<file path="config.mk">
export PLATFORM = sky130hd
export DESIGN_NAME = npc_unit
export DESIGN_NICKNAME = d
export VERILOG_FILES = /design/src/rtl/npc_pkg.sv /design/src/rtl/npc_brcmp.sv /design/src/rtl/npc_unit.sv
export SDC_FILE = /design/constraint.sdc
export NUM_CORES = 1
export LEC_CHECK = 0
export CAP_MARGIN = 20
export CORE_MARGIN = 10
export CORE_UTILIZATION = 35
export DETAILED_ROUTE_END_ITERATION = 10
export GPL_ROUTABILITY_DRIVEN = 0
export PLACE_DENSITY = 0.66
export SYNTH_ARGS = -nofsm -noshare
export SYNTH_HDL_FRONTEND = slang
export SYNTH_SLANG_ARGS = --single-unit
export TNS_END_PERCENT = 50
</file>
<file path="constraint.sdc">
create_clock -name clk -period 4.33 [get_ports clk]
set_clock_uncertainty 0.2 [all_clocks]
set_input_delay 0.866 -clock clk [delete_from_list [all_inputs] [get_ports clk]]
set_output_delay 0.866 -clock clk [all_outputs]
set_load 0.01 [all_outputs]
</file>
<file path="src/rtl/npc_pkg.sv">
// Shared encodings for the next-PC unit: branch kinds, control states and the
// default reset PC.
package npc_pkg;

  typedef enum logic [2:0] {
    BR_NONE = 3'd0,
    BR_BEQ  = 3'd1,
    BR_BNE  = 3'd2,
    BR_BLEZ = 3'd3,
    BR_BGTZ = 3'd4,
    BR_BLTZ = 3'd5,
    BR_BGEZ = 3'd6,
    BR_RSVD = 3'd7
  } brop_e;

  typedef enum logic {
    ST_RUN  = 1'b0,
    ST_HOLD = 1'b1
  } npc_state_e;

  localparam logic [31:0] NPC_RESET_PC = 32'h0000_3000;

endpackage

</file>
<file path="src/rtl/npc_brcmp.sv">
// Signed branch-condition evaluator; purely combinational.
module npc_brcmp
  import npc_pkg::*;
#(
  parameter int DATA_W = 32
) (
  input  logic [2:0]        brop,
  input  logic [DATA_W-1:0] rs_val,
  input  logic [DATA_W-1:0] rt_val,
  output logic              cond
);

  logic rs_neg_s;
  logic rs_zero_s;

  assign rs_neg_s  = rs_val[DATA_W-1];
  assign rs_zero_s = (rs_val == {DATA_W{1'b0}});

  // Condition select; the reserved encoding behaves like "no branch".
  always_comb begin
    cond = 1'b0;
    case (brop_e'(brop))
      BR_BEQ:  cond = (rs_val == rt_val);
      BR_BNE:  cond = (rs_val != rt_val);
      BR_BLEZ: cond = rs_neg_s | rs_zero_s;
      BR_BGTZ: cond = ~rs_neg_s & ~rs_zero_s;
      BR_BLTZ: cond = rs_neg_s;
      BR_BGEZ: cond = ~rs_neg_s;
      default: cond = 1'b0;
    endcase
  end

endmodule

</file>
<file path="src/rtl/npc_unit.sv">
// Next-PC unit: sequential/branch/jump target selection with a stall hold slot.
// Optional taken-redirect counter is built when NPC_PERF_EN is defined.
module npc_unit
  import npc_pkg::*;
#(
  parameter int          ADDR_W   = 32,
  parameter int          DATA_W   = 32,
  parameter logic [31:0] RESET_PC = NPC_RESET_PC,
  parameter int          CNT_W    = 16
) (
  input  logic              clk,
  input  logic              reset_n,
  input  logic              stall,
  input  logic [2:0]        brop,
  input  logic              j,
  input  logic              jal,
  input  logic              jr,
  input  logic [15:0]       imm16,
  input  logic [25:0]       imm26,
  input  logic [DATA_W-1:0] rs_val,
  input  logic [DATA_W-1:0] rt_val,
  output logic [ADDR_W-1:0] pc,
  output logic [ADDR_W-1:0] npc,
  output logic [ADDR_W-1:0] link,
  output logic              taken,
  output logic              pending
`ifdef NPC_PERF_EN
  ,
  output logic [CNT_W-1:0]  perf_cnt
`endif
);

  localparam logic [ADDR_W-1:0] PC_RST = ADDR_W'(RESET_PC);

  npc_state_e        state_q, state_d;
  logic [ADDR_W-1:0] pc_q, pc_d;
  logic [ADDR_W-1:0] hold_q, hold_d;

  logic [ADDR_W-1:0] seq_s;
  logic [ADDR_W-1:0] br_off_s;
  logic [ADDR_W-1:0] br_tgt_s;
  logic [ADDR_W-1:0] jmp_tgt_s;
  logic [ADDR_W-1:0] jr_tgt_s;
  logic [ADDR_W-1:0] tgt_s;
  logic [27:0]       jidx_s;
  logic              br_cond_s;
  logic              commit_s;

  npc_brcmp #(.DATA_W(DATA_W)) u_brcmp (
    .brop   (brop),
    .rs_val (rs_val),
    .rt_val (rt_val),
    .cond   (br_cond_s)
  );

  assign seq_s    = pc_q + ADDR_W'(4);
  assign br_off_s = ADDR_W'($signed({imm16, 2'b00}));
  assign br_tgt_s = seq_s + br_off_s;
  assign jidx_s   = {imm26, 2'b00};

  // Narrow PCs keep only the low bits of the jump index.
  if (ADDR_W > 28) begin : g_jmp_wide
    assign jmp_tgt_s = {pc_q[ADDR_W-1:28], jidx_s};
  end else begin : g_jmp_narrow
    assign jmp_tgt_s = jidx_s[ADDR_W-1:0];
  end

  if (DATA_W >= ADDR_W) begin : g_jr_trunc
    assign jr_tgt_s = rs_val[ADDR_W-1:0];
  end else begin : g_jr_ext
    assign jr_tgt_s = {{(ADDR_W-DATA_W){1'b0}}, rs_val};
  end

  assign taken = j | jal | jr | br_cond_s;

  // Redirect target and next-PC select; a latched redirect overrides new ones.
  always_comb begin
    tgt_s = br_tgt_s;
    if (jr) begin
      tgt_s = jr_tgt_s;
    end else if (j | jal) begin
      tgt_s = jmp_tgt_s;
    end else begin
      tgt_s = br_tgt_s;
    end
    if (state_q == ST_HOLD) begin
      npc = hold_q;
    end else if (taken) begin
      npc = tgt_s;
    end else begin
      npc = seq_s;
    end
  end

  // RUN/HOLD next-state, PC and hold-slot update.
  always_comb begin
    state_d  = state_q;
    pc_d     = pc_q;
    hold_d   = hold_q;
    commit_s = 1'b0;
    case (state_q)
      ST_RUN: begin
        if (!stall) begin
          pc_d     = npc;
          commit_s = taken;
        end else if (taken) begin
          hold_d  = tgt_s;
          state_d = ST_HOLD;
        end else begin
          pc_d = pc_q;
        end
      end
      ST_HOLD: begin
        if (!stall) begin
          pc_d     = hold_q;
          state_d  = ST_RUN;
          commit_s = 1'b1;
        end else begin
          pc_d = pc_q;
        end
      end
      default: begin
        state_d = ST_RUN;
      end
    endcase
  end

  // Control state, PC and hold-slot registers.
  always_ff @(posedge clk or negedge reset_n) begin
    if (!reset_n) begin
      state_q <= ST_RUN;
      pc_q    <= PC_RST;
      hold_q  <= {ADDR_W{1'b0}};
    end else begin
      state_q <= state_d;
      pc_q    <= pc_d;
      hold_q  <= hold_d;
    end
  end

  assign pc      = pc_q;
  assign link    = seq_s;
  assign pending = (state_q == ST_HOLD);

`ifdef NPC_PERF_EN
  logic [CNT_W-1:0] cnt_q, cnt_d;

  // Saturating count of redirects that actually reached the PC.
  always_comb begin
    cnt_d = cnt_q;
    if (commit_s && (cnt_q != {CNT_W{1'b1}})) begin
      cnt_d = cnt_q + CNT_W'(1);
    end else begin
      cnt_d = cnt_q;
    end
  end

  // Redirect counter register.
  always_ff @(posedge clk or negedge reset_n) begin
    if (!reset_n) begin
      cnt_q <= {CNT_W{1'b0}};
    end else begin
      cnt_q <= cnt_d;
    end
  end

  assign perf_cnt = cnt_q;
`else
  logic unused_commit_s;
  assign unused_commit_s = commit_s;

  if (CNT_W < 1) begin : g_cnt_w_unused
  end
`endif

endmodule

</file>
## Yosys cells after proc, flatten, opt, wreduce, memory -nomap -nowiden

Index checks and enable logic that the tools add are counted.

| word-level totals | value |
|---|---|
| register bits | 65 |
| input bits | 115 |
| output and inout bits | 98 |
| logic and storage cells | 38 |

| cells by class | value |
|---|---|
| add/sub/neg operators | 2 |
| eq/ne operators | 10 |
| multiplexer cells | 12 |
| bitwise logic cells | 8 |
| reductions and logical operators | 3 |

Operators by type and width:

| cell | number |
|---|---|
| 32-bit two-way mux | 6 |
| 32-bit one-hot mux with 2 select lines | 1 |
| 32-bit by 3-bit adder with 32-bit output (second input constant) | 1 |
| 32-bit adder | 1 |
| 32-bit equality test | 1 |
| 32-bit zero test | 1 |
| 32-bit inequality test | 1 |
| 3-bit equality test (second input constant) | 3 |
| 3-bit by 2-bit equality test with 1-bit output (second input constant) | 2 |
| 1-bit one-hot mux with 6 select lines | 1 |
| 2-bit inequality test (second input constant) | 2 |
| 1-bit bitwise OR | 4 |
| 3-bit by 1-bit equality test with 1-bit output (second input constant) | 1 |
| 1-bit two-way mux | 3 |
| 1-bit inverter | 3 |
| 3-bit AND reduction | 1 |
| 1-bit one-hot mux with 2 select lines | 1 |
| 2-bit AND reduction | 1 |
| 1-bit bitwise AND | 1 |

## Longest topological paths before layout

Gate-level depths: netlist of run 1.

| depth | value |
|---|---|
| word-level depth | 9 |
| mapped depth | 17 |
| depth with buffers taken out | 17 |

## By module

From an unflattened synthesis of run 1, not the netlist that was laid out.

| second synthesis, totals | value |
|---|---|
| cell total of the unflattened synthesis | 838 |
| area, all modules | 6722.7 µm² |

By module, submodules not included:

| module | instances | cells each | area an instance (µm²) | sequential area each (µm²) |
|---|---|---|---|---|
| npc_unit | 1 | 777 | 6238.5 | 1629.1 |
| npc_brcmp | 1 | 61 | 484.2 | 0.0 |

## Least setup slack after synthesis of run 1

OpenSTA, ideal clock, no wires.

| timing | value |
|---|---|
| path type | register -> output |
| start point | register pc_q[2], in the netlist pc[2] |
| end point | output npc[27] |
| data arrival time | 3.908 ns |
| required time | 3.264 ns |
| slack | -0.644 ns |
| cell stages (with the launch flop) | 15 |
| path buffers | 0 |
| cells stage by stage | dfrtp_1 > ha_1 > nand2_1 > nor4_1 > and2b_1 > xor2_1 > ha_1 > nand2_1 > or3_1 > a2111oi_1 > o21a_1 > nor3_1 > o31ai_1 > mux2i_1 > o21ai_0 |

| on the way | value |
|---|---|
| longest elaborated chain between the ends | 6 |

RTL lines:

| element | line | source |
|---|---|---|
| from (decl) | npc_unit.sv:36 | `logic [ADDR_W-1:0] pc_q, pc_d;` |
| from (signal assigned) | npc_unit.sv:136 | `pc_q <= pc_d;` |
| 32-bit by 3-bit adder with 32-bit output | npc_unit.sv:56 | `assign seq_s = pc_q + ADDR_W'(4);` |
| via link[22] | npc_unit.sv:24 | `output logic [ADDR_W-1:0] link,` |
| 32-bit adder | npc_unit.sv:58 | `assign br_tgt_s = seq_s + br_off_s;` |
| 32-bit two-way mux | npc_unit.sv:81 | `end else if (j \| jal) begin` |
| 32-bit two-way mux | npc_unit.sv:79 | `if (jr) begin` |
| 32-bit two-way mux | npc_unit.sv:88 | `end else if (taken) begin` |
| 32-bit two-way mux | npc_unit.sv:86 | `if (state_q == ST_HOLD) begin` |
| to (decl) | npc_unit.sv:23 | `output logic [ADDR_W-1:0] npc,` |

The timed path passes the listed nets, and every way through them passes these cells.

## Worst setup path in the final report of run 1

| timing | value |
|---|---|
| start point | register pc_q[12], in the netlist pc[12] |
| end point | output npc[27] |

| on the way | value |
|---|---|
| longest elaborated chain between the ends | 6 |

RTL lines:

| element | line |
|---|---|
| 32-bit by 3-bit adder with 32-bit output (*) | npc_unit.sv:56 |
| 32-bit adder | npc_unit.sv:58 |
| 32-bit two-way mux | npc_unit.sv:81 |
| 32-bit two-way mux | npc_unit.sv:79 |
| 32-bit two-way mux (*) | npc_unit.sv:88 |
| 32-bit two-way mux (*) | npc_unit.sv:86 |

Mark *: on every way between the ends. The rest lies on a longest branch, timed or not.

==> results_dict.tcl, run 1 <==
set metrics [dict create \
    finalPower_w 0.00464 \
    drive_above_1_share 0.455 \
    rows 49 \
    route.detailed.drc 0 \
    layout_commonest_cell "buf_4" \
    syn_inst 820 \
    area_growth_pct 97.6 \
    yosysUniqueCellTypes 73 \
    final_cell_mix "buf_4 (301), clkdlybuf4s50_1 (146), nand2_1 (139), dfrtp_1 (59), xnor2_1 (41)" \
    path_class "reg2out" \
    final.period_utilization 1.25 \
    drv_slew 0 \
    critPathMaxFanout 3 \
    initial_utilization 0.360 \
    core_um2 18200 \
    worst_setup_path_start_kind "register" \
    antenna_found_initial 2 \
    clock.fmax_ghz 0.185 \
    ys_seq_elements 65 \
    hold-worst-slack_ns 0.271 \
    avgSynthCellArea_um2 7.99 \
    clock_sinks 65 \
    via_count 8767 \
    multi_input_area_um2 6120 \
    setup_viol 33 \
    viasPerCell 5.63 \
    status "finished, violations left" \
    synth_area_um2 6550 \
    cts_tree "built" \
    worst_ir_drop_vdd_v 0.000245 \
    clk_latency_ns 0.34 \
    seq_area_frac_synth 0.249 \
    yosys_most_used_dff "dfrtp_1" \
    async_flop_share 1.00 \
    cts-htree-levels 3 \
    clk_pin_slew_ns 0.06 \
    first_pass_iters 6 \
    dr_wl_met3_mm 3.65 \
    grt_pass1_vias 8553 \
    synth-edff-count 0 \
    tns_ns -20.12 \
    power.density_nw_per_um2 358 \
    rsz0062_at_grt "true" \
    drt-met1-wl_mm 14.0 \
    dieWidth_um 157 \
    cts_root_buf "clkbuf_16" \
    cp.arrival_ns 4.35 \
    min_period_ns 5.42 \
    ant_nets 0 \
    cts_made_buffers 9 \
    drtIter0Drc 817 \
    final_nets 1474 \
    grt_max_degree 57 \
    worstMarginPinSlew_ns 0.718 \
    design_area_um2 13000 \
    final.fill_count 1276 \
    fin_ws_ns -1.09 \
    dr_wl_met2_mm 16.7 \
    place_area_um2 11100 \
    max-slew-margin-rel 0.521 \
    cts_max_path_buffers 2 \
    cp-end-kind "output port" \
    grt_overflow 0 \
    die_h_um 157 \
    worst_r2r_path_depth 18 \
    leakagePower_nw 5.91 \
    drv_cap 0 \
    seqCellArea_um2 1630 \
    pin_count 213 \
    post_drt_wl_per_cell_um 22.9 \
    violations "setup timing" \
    grt_pass1_wl_mm 50.0 \
    cp_data_required_time_ns 3.26 \
    hold_depth 2 \
    hold_path_class "reg2reg" \
    drt-total-wl_mm 35.7 \
    ys_warn_count 0 \
    io_buffers 212 \
    maxUsedRoutingLayer "met5" \
    synthesis.nets 972 \
    hold_viol_final 0 \
    gr-usage-all-layers 0.264 \
    die_area_um2 24600 \
    dp_hpwl_mm 26.4 \
]
-- cell type report --
cell class	instances	area share
sequential	65	0.126
tap	229	0.0221
clock buffer	10	0.0177
multi-input combinational	699	0.472
timing repair buffer	530	0.350
antenna	2	0.000386
clock inverter	6	0.00638
inverter	17	0.00531
-- sequential cells by signal, summed over array words and instances (netlist names) --
register,cells
pending,1
pc,32
hold_q,32
-- cells by family (layout without fill, tap and decap cells) --
kind of cell	after synthesis	count (layout)	synth area share
AO/OA/AOI/OAI	235	235	0.241
XOR/XNOR	82	82	0.111
AND/OR/NAND/NOR	302	302	0.218
other	0	2	0
multiplexers	43	43	0.0722
flip-flops	65	65	0.249
adder cells (fa/ha/maj)	37	37	0.0718
buffers and inverters	56	563	0.0376
-- report_power, final --
group          leakage (nW)  switching, W  internal, W
clock network         0.152      0.000274     0.000501
logic                  4.96       0.00148      0.00158
registers             0.793     0.0000834     0.000724
total                  5.91       0.00184      0.00280
-- layer usage --
layer,vias to the layer above,global-route usage
met4,2,0.0962
li1,4002,-
met3,85,0.0578
met5,-,0
met1,4213,0.339
met2,465,0.425
-- Yosys cell counts, drive strengths merged, types with 14 or more instances --
cell type | number | area share
nand2 | 151 | 0.086
xnor2 | 65 | 0.088
o21ai | 64 | 0.049
dfrtp | 63 | 0.24
a21oi | 62 | 0.050
ha | 36 | 0.069
nor2 | 34 | 0.019
mux2 | 31 | 0.054
clkbuf | 25 | 0.015
nand3 | 22 | 0.017
nand4 | 19 | 0.018
inv | 17 | 0.0097
xor2 | 17 | 0.023
nor4 | 15 | 0.018
buf | 14 | 0.013
-- worst max-delay path, stage by stage, from the launching register on --
cell,delay (ns)
dfstp_2,0.54
nand4_1,0.14
buf_4,0.18
nor4_4,0.33
nand4_1,0.20
xnor2_2,0.38
buf_4,0.21
ha_4,0.15
nand2_4,0.05
or3_4,0.43
a2111oi_4,0.31
o21a_1,0.21
nor3_1,0.06
o31ai_2,0.22
buf_4,0.18
mux2i_2,0.08
o21ai_1,0.17
buf_2,0.16
-- final timing paths --
check / start / to / slack, ns
worst max-delay path: pc[12] / npc[27] / -1.09
worst min-delay path: hold_q[19] / hold_q[19] / 0.27
worst max register to register: pc[12] / pc[29] / -0.17
worst min register to register: hold_q[19] / hold_q[19] / 0.27
max in group asynchronous: reset_n / hold_q[28] / 2.61
min in group asynchronous: reset_n / pc[1] / 0.31
-- through the flow --
step,utilization,cells,setup slack [ns]
floorplan,-,820,-0.131
global route,0.711,1556,-1.15
finish,0.711,1558,-1.09
CTS,0.678,1534,-0.815
global placement,0.612,1486,-1.30
detailed placement,0.612,1486,-1.27
-- repair_timing --
item | 4_1_cts | 5_1_grt
endpoints found under the setup margin | 31 | 35
setup buffers | 37 | 25
gates cloned | 0 | 0
pin swaps | 103 | 74
hold buffers | 0 | 0
gates resized for setup | 241 | 122
(Power assumes the default switching activity.)
==> run 2, diff against run 1 <==
--- a/config.mk
+++ b/config.mk
@@ -5,7 +5,6 @@
 export SDC_FILE = /design/constraint.sdc
 export NUM_CORES = 1
 export LEC_CHECK = 0
-export CAP_MARGIN = 20
 export CORE_MARGIN = 10
 export CORE_UTILIZATION = 35
 export DETAILED_ROUTE_END_ITERATION = 10
==> results of run 2 <==
The final DEF is identical to that of run 1; final timing and power are the same.
